**config.mk**
```make
export PLATFORM = sky130hd
export DESIGN_NAME = serial_addsub_ctrl
export DESIGN_NICKNAME = d
export VERILOG_FILES = /design/src/rtl/serial_addsub_ctrl.sv
export SDC_FILE = /design/constraint.sdc
export NUM_CORES = 1
export LEC_CHECK = 0
export ABC_AREA = 1
export CAP_MARGIN = 0
export CORE_UTILIZATION = 45
export CTS_BUF_LIST = sky130_fd_sc_hd__clkbuf_4 sky130_fd_sc_hd__clkbuf_8
export DETAILED_ROUTE_END_ITERATION = 10
export PLACE_DENSITY = 0.85
export SLEW_MARGIN = 20
export SYNTH_ARGS = -nofsm -noshare
export SYNTH_HDL_FRONTEND = slang
export SYNTH_SLANG_ARGS = --single-unit
```
**constraint.sdc**
```tcl
create_clock -name clk -period 1.15 [get_ports clk]
set_input_delay 0.1725 -clock clk [delete_from_list [all_inputs] [get_ports clk]]
set_output_delay 0.1725 -clock clk [all_outputs]
set_load 0.02 [all_outputs]
```
**src/rtl/serial_addsub_ctrl.sv**
```systemverilog
// serial_addsub_ctrl: bit-serial adder/subtractor, one bit per clock, LSB first.
// A single one-bit add/sub cell is time-multiplexed over the operand bits.
//
// Optional feature macro: SERIAL_ADDSUB_OVF_EN
//   defined   -> signed overflow flag, from a captured carry into the MSB
//   undefined -> overflow tied low and the MSB-carry register is not built

// One-bit add/sub cell; subtract inverts b and relies on carry-in = 1 from the controller.
module serial_addsub_cell (
   input  logic a,
   input  logic b,
   input  logic op,
   input  logic cin,
   output logic sum,
   output logic cout
);

   logic b_eff;

   assign b_eff = b ^ op;
   assign sum   = a ^ b_eff ^ cin;
   assign cout  = (a & b_eff) | (b_eff & cin) | (cin & a);

endmodule

module serial_addsub_ctrl #(
   parameter int unsigned WIDTH = 8
) (
   input  logic             clk,
   input  logic             rst_n,
   input  logic             start,
   input  logic             op,
   input  logic [WIDTH-1:0] a,
   input  logic [WIDTH-1:0] b,
   output logic             busy,
   output logic             done,
   output logic [WIDTH-1:0] result,
   output logic             cout,
   output logic             overflow
);

   localparam int unsigned CntW = (WIDTH > 1) ? $clog2(WIDTH) : 1;
   localparam logic [CntW-1:0] LastIdx = CntW'(WIDTH - 1);

   typedef enum logic [1:0] {
      StIdle,
      StRun,
      StDone
   } state_e;

   state_e            state_q;
   logic [WIDTH-1:0]  a_q;
   logic [WIDTH-1:0]  b_q;
   logic [WIDTH-1:0]  result_q;
   logic [CntW-1:0]   cnt_q;
   logic              op_q;
   logic              carry_q;
   logic              cout_q;
   logic              busy_q;
   logic              done_q;

   logic              bit_sum;
   logic              bit_carry;
   logic              last_bit;

   // Operand registers shift right, so the bit at index cnt_q always sits at position 0.
   serial_addsub_cell u_cell (
      .a    (a_q[0]),
      .b    (b_q[0]),
      .op   (op_q),
      .cin  (carry_q),
      .sum  (bit_sum),
      .cout (bit_carry)
   );

   assign last_bit = (cnt_q == LastIdx);

   // Controller FSM: operand capture, per-bit datapath update and registered status outputs.
   always_ff @(posedge clk or negedge rst_n) begin
      if (!rst_n) begin
         state_q  <= StIdle;
         a_q      <= '0;
         b_q      <= '0;
         result_q <= '0;
         cnt_q    <= '0;
         op_q     <= 1'b0;
         carry_q  <= 1'b0;
         cout_q   <= 1'b0;
         busy_q   <= 1'b0;
         done_q   <= 1'b0;
      end else begin
         unique case (state_q)
            StIdle: begin
               done_q <= 1'b0;
               if (start) begin
                  a_q     <= a;
                  b_q     <= b;
                  op_q    <= op;
                  // Carry-in of 1 completes the two's-complement negation of b.
                  carry_q <= op;
                  cnt_q   <= '0;
                  busy_q  <= 1'b1;
                  state_q <= StRun;
               end
            end
            StRun: begin
               a_q      <= a_q >> 1;
               b_q      <= b_q >> 1;
               result_q <= {bit_sum, result_q[WIDTH-1:1]};
               carry_q  <= bit_carry;
               if (last_bit) begin
                  // Counter parks at WIDTH-1; it is cleared when the next start is taken.
                  cout_q  <= bit_carry;
                  done_q  <= 1'b1;
                  state_q <= StDone;
               end else begin
                  cnt_q <= cnt_q + CntW'(1);
               end
            end
            StDone: begin
               done_q  <= 1'b0;
               busy_q  <= 1'b0;
               state_q <= StIdle;
            end
            default: begin
               done_q  <= 1'b0;
               busy_q  <= 1'b0;
               state_q <= StIdle;
            end
         endcase
      end
   end

   assign busy   = busy_q;
   assign done   = done_q;
   assign result = result_q;
   assign cout   = cout_q;

`ifdef SERIAL_ADDSUB_OVF_EN
   logic msb_carry_q;

   // Capture the carry into the MSB on the same edge that produces the final carry-out.
   always_ff @(posedge clk or negedge rst_n) begin
      if (!rst_n) begin
         msb_carry_q <= 1'b0;
      end else if ((state_q == StRun) && last_bit) begin
         msb_carry_q <= carry_q;
      end
   end

   assign overflow = msb_carry_q ^ cout_q;
`else
   assign overflow = 1'b0;
`endif

endmodule
```
==> results.ini, run 1 <==
[cts]
tritoncts = built
clk_path_buf_depth = 2
htree_levels = 2
clk_pin_slew_ns = 0.07
cts-root-buf = clkbuf_8
clk_latency_ns = 0.28
cts_buffers = 5
cts.sinks = 34

[drt]
routedWlPerCell_um = 15.55
wirelength_um = 4929
via_count = 1669
antenna_left = 0
drtIter0Drc = 165
drt_first_pass_iters = 7
routed_via_density = 5.265
drc = 1

[setup_path]
critPathMaxFanout = 8
cp.required_ns = 1.32
cp-end-kind = flop
setup.worst_path.start_class = flop
startpoint = state_q[1]$_DFFE_PN0P_
crit_arrival_ns = 1.42
criticalPathCategory = flop to flop
reg2reg_from = state_q[1]$_DFFE_PN0P_

[cells_and_area]
layout.nets = 291
multi_input_area_sq_um = 940.9
antennaDiodeCount = 0
fin_area_sq_um = 2650
fin_util = 0.7239
stdcell_count = 317
drive_gt1_frac = 0.3457
area_delta_synth_final_pct = 53.48
ff_latch_area_sq_um = 852.1
fillers = 253

[status]
violations = DRC, setup timing
status = complete, but fails checks

[synth]
synthFlopType = dfrtp_1
seq_area_frac_synth = 0.4928
synth_common_cells = 52 x nand2_1, 51 x nand3_1, 36 x inv_1, 34 x dfrtp_1, 6 x o21ai_0
yosysMostFrequentCell = nand2_1
ys_ff_latch = 34
syn_area_per_cell_sq_um = 8.222
postSynthCellCount = 210
synth_top_area_share = 0.4928
netlist_top_cells_area = dfrtp_1 49%, nand3_1 15%, nand2_1 11%, inv_1 7.8%, nand2_8 3.5%
ys_types = 18
synth-async-reset-ratio = 1.000
synth_warnings = 0
synth_edf_count = 0
synth.net_count = 233
yosysTopAreaCell = dfrtp_1
syn_area_sq_um = 1727

[die]
die_w_um = 63.95
dieArea_sq_um = 4089
initial_core_util = 0.4716
die_h_um = 63.95
coreArea_sq_um = 3661
pin_count = 32
num_rows = 22

[placement]
io_buffer_count = 30
placed_area_sq_um = 2166
place_congestion = 0.7813
place_inst = 295
dp_hpwl_um = 2390

[power]
ir_worst_vdd_mv = 1.516
leakagePower_nw = 1.369
p_per_area_nw_per_um2 = 2793

[global_route]
grt_pass1_wl_um = 6361
antenna_found_initial = 0
grtUsageTotal = 0.2044
grt_max_degree = 35
gr-total-overflow = 0
first_global_vias = 1392

[timing]
period_share = 1.095
finalHoldViolCount = 0
relSlewSlack = 0.4936
hold_ws_ns = 0.2584
fin_crit_ns = 1.259
rsz0062_at_grt = true
setup_viol = 22
drv_slew = 0
final.setup.tns_ns = -1.004
layout_setup_ws_ns = -0.1089
tightest_slew_ns = 0.7583
clock_skew_ns = 0.003602
fmax_ghz = 0.7943

[job]
maxCapViolations = 0

[worst_hold_path]
hold_path.class = input pin to asynchronous set/reset pin

-- logic make-up after synthesis --
logic type / count (synthesis) / synth area share
fa+ha+maj: 3 / 0.02609
other cells: 1 / 0.002172
compound gates: 11 / 0.03188
simple gates: 112 / 0.3109
xor+xnor: 1 / 0.005073
flops: 34 / 0.4928
buf+inv: 48 / 0.1312
-- repair_timing --
action / in CTS / in global routing
gates resized for setup: 25 / 60
endpoints found under the setup margin: 33 / 32
gates cloned: 0 / 7
pin swaps: 3 / 16
buffers inserted: 5 / 2
endpoints found under the hold margin: 0 / 0
hold buffers: 0 / 0
-- final timing paths --
kind / slack, ns / end / cells after the start
worst max-delay path: -0.11 / a_q[2]$_DFFE_PN0P_ / 6
worst min-delay path: 0.26 / result[0]$_DFFE_PN0P_ / 2
worst max register to register: -0.11 / a_q[2]$_DFFE_PN0P_ / 6
worst min register to register: 0.50 / result[0]$_DFFE_PN0P_ / 2
max in group asynchronous: 0.70 / state_q[0]$_DFFE_PN0P_ / 2
min in group clk: 0.47 / a_q[7]$_DFFE_PN0P_ / 3
-- stage by stage --
step	setup WS [ns]	total power, mW
2_1_floorplan	-0.008176	4.149
3_3_place_gp	-0.1203	5.070
3_5_place_dp	-0.1413	5.193
4_1_cts	-0.07689	6.340
5_1_grt	-0.1543	7.899
6_report	-0.1089	7.402
-- cell usage in the layout, fill, tap and decap left out --
cell             instances
nand2_1                 45
inv_1                   34
dfrtp_1                 33
nand3_1                 29
nand3_2                 21
clkdlybuf4s50_1         18
buf_4                   17
clkbuf_8                 8
nand2_8                  7
nand2_2                  7
clkbuf_2                 7
o21ai_0                  4
o21ai_1                  4
clkdlybuf4s15_1          4
buf_12                   4
o21ai_2                  3
buf_6                    3
inv_2                    2
nor2_1                   2
nor2_4                   2
nand2_4                  2
xnor2_2                  1
clkinv_4                 1
inv_6                    1
nand3_4                  1
nor2_2                   1
nand3b_1                 1
fa_2                     1
ha_2                     1
ha_4                     1
conb_1                   1
clkbuf_16                1
dlymetal6s2s_1           1
dfrtp_2                  1
-- registers in the layout, indices dropped and copies added (netlist names) --
register  cells
carry_q       1
cnt_q         3
result        8
state_q       2
b_q           8
busy          1
op_q          1
a_q           8
done          1
cout          1
-- where the power goes --
group	switching [mW]	internal, mW
Combinational	2.35	1.85
Sequential	0.402	1.77
Clock	0.428	0.605
-- layer usage --
layer / GRT usage / wire length, um
met5: 0 / 0
met4: 0.06534 / 133
met3: 0.03750 / 247
met2: 0.3431 / 2512
met1: 0.2660 / 2034
-- layout make-up --
type,count,area share
Multi-Input combinational cell,134,0.3551
Timing Repair Buffer,55,0.2016
Inverter,38,0.05760
Tap cell,48,0.02266
Clock buffer,8,0.04155
Sequential cell,34,0.3215
-- critical path, cell delays in order (launching register included) --
cell	delay, ns
dfrtp_1	0.44
clkinv_4	0.14
buf_12	0.16
nand2_8	0.13
nand2_8	0.11
nand3_2	0.08
nand2_1	0.08
No activity file was read; power rests on OpenSTA's default activity.
==> inputs of run 2 (changes only) <==
- PLACE_DENSITY: 0.85 -> 0.82
- clock period: 1.15 -> 1.6 ns (I/O delays scaled with it)
==> run 2 against run 1 <==
- the flow now finishes without violations
- sequential power shrank 29%
- largest cell class is now sequential cells
- critical endpoint is now result[5]
- critical path type is now flop to primary output
- sequential cell count unchanged
- setup slack improved by 0.19 ns
- core utilization is 13 points lower
- total power down 40%
- critical path depth down 5
- global-route usage decreased by 2.4 points
==> results.ini, run 2 (same netlist as run 1, synthesis figures left out) <==
[timing]
clock_skew_ns = 0.004168
rsz0062_at_grt = false
setup_viol = 0
period_share = 0.9508
fin_crit_ns = 1.521
final.setup.tns_ns = 0
fmax_ghz = 0.6574
finalHoldViolCount = 0
drv_slew = 0

[setup_path]
slowest_delay_ns = 0.61
crit_arrival_ns = 1.28
cpMaxStageDelayCell = clkdlybuf4s50_1
worstPathCellList = clkdlybuf4s50_1
criticalPathCategory = flop to primary output
regToRegSetupSlack_ns = 0.22
worst-path-buf-inv = 1
cp_top_family = buffers and inverters
critPathMaxFanout = 3
cp.required_ns = 1.36
setup.worst_path.start_class = flop
cp-end-kind = primary output

[global_route]
first_global_vias = 1318
grt_pass1_wl_um = 5706
grtUsageTotal = 0.1808
antenna_found_initial = 0
gr-total-overflow = 0
grt_max_degree = 45

[cells_and_area]
fin_area_sq_um = 2171
fillers = 337
fin_util = 0.5930
layout.nets = 263
layout_commonest_cell = nand2_1
layout_common_cells = 52 x nand2_1, 51 x nand3_1, 36 x inv_1, 34 x dfrtp_1, 30 x clkdlybuf4s50_1
drive_gt1_frac = 0.06639
antennaDiodeCount = 0
area_delta_synth_final_pct = 25.72

[die]
die_h_um = 63.95
dieArea_sq_um = 4089
initial_core_util = 0.4716
die_w_um = 63.95
pin_count = 32
coreArea_sq_um = 3661
num_rows = 22

[cts]
cts_setup_buffers = 0
tritoncts = built
cts.sinks = 34
clk_latency_ns = 0.28
cts-root-buf = clkbuf_8
post_cts_resized = 0
htree_levels = 2
cts_hold_buf = 0
clk_path_buf_depth = 2
cts_buffers = 5
clk_pin_slew_ns = 0.07

[power]
ir_worst_vdd_mv = 0.9738
leakagePower_nw = 1.122
p_per_area_nw_per_um2 = 2029
finalPower_mw = 4.405

[drt]
drtIter0Drc = 102
via_count = 1405
wirelength_um = 3224
drc = 0
antenna_left = 0
drt_first_pass_iters = 4
routedWlPerCell_um = 11.16
routed_via_density = 4.862

[placement]
placed_area_sq_um = 2028
io_buffer_count = 30
dp_hpwl_um = 2148
place_congestion = 0.7251

[job]
maxCapViolations = 0

[worst_hold_path]
hold_path.class = input pin to asynchronous set/reset pin

[status]
status = finished clean

-- run 2: changes by cell type in the layout (fill, tap and decap cells not counted), sizes merged --
cell	previous run	this run
buf	24	3
bufinv	0	2
clkbuf	16	6
clkdlybuf4s15	4	0
clkdlybuf4s50	18	30
clkinv	1	0
dlymetal6s2s	1	0
inv	37	38
nand2	61	55
-- run 2: routing by layer --
metal | up-vias | part of all wire | routed length [um] | GRT usage
met5 | - | 0 | 0 | 0
met4 | 0 | 0.016 | 51 | 0.07955
met3 | 8 | 0.039 | 127 | 0.04464
met2 | 27 | 0.47 | 1504 | 0.2872
met1 | 659 | 0.48 | 1541 | 0.2331
li1 | 711 | - | - | -
-- run 2: through the flow --
step	cells	setup slack, ns	hold slack (ns)
floorplan	210	0.3611	-0.05559
global placement	281	0.2527	0.4608
detailed placement	281	0.2150	0.4749
CTS	289	0.06055	0.3734
global route	289	0.03157	0.4184
finish	289	0.07876	0.3549
-- run 2: power by group --
part	total, mW	switching (mW)	internal, mW	leakage [nW]
Combinational	1.88	1.09	0.795	0.635
Sequential	1.54	0.275	1.27	0.416
Clock	0.977	0.312	0.664	0.0714
Total	4.41	1.68	2.73	1.12
-- run 2: worst paths after layout --
check | startpoint | endpoint | cells past startpoint
min in group clk | busy$_DFFE_PN0P_ | busy$_DFFE_PN0P_ | 2
max in group asynchronous | rst_n | b_q[6]$_DFFE_PN0P_ | 2
worst max register to register | cnt_q[0]$_DFFE_PN0P_ | cnt_q[0]$_DFFE_PN0P_ | 6
worst min register to register | busy$_DFFE_PN0P_ | busy$_DFFE_PN0P_ | 2
worst max-delay path | result[5]$_DFFE_PN0P_ | result[5] | 1
worst min-delay path | rst_n | result[2]$_DFFE_PN0P_ | 2
-- run 2: final cells by class --
type                            count  area [sq um]  area share
Clock inverter                      2         60.06     0.02767
Sequential cell                    34         850.8      0.3919
Inverter                           38         145.1     0.06686
Clock buffer                        6         82.58     0.03804
Tap cell                           48         60.06     0.02767
Multi-Input combinational cell    128         649.4      0.2991
Timing Repair Buffer               33         322.8      0.1487
==> inputs of run 3 (changes only) <==
- CORE_MARGIN: not set -> 1
==> results of run 3 <==
The final DEF is identical to that of run 2; final timing and power are the same.
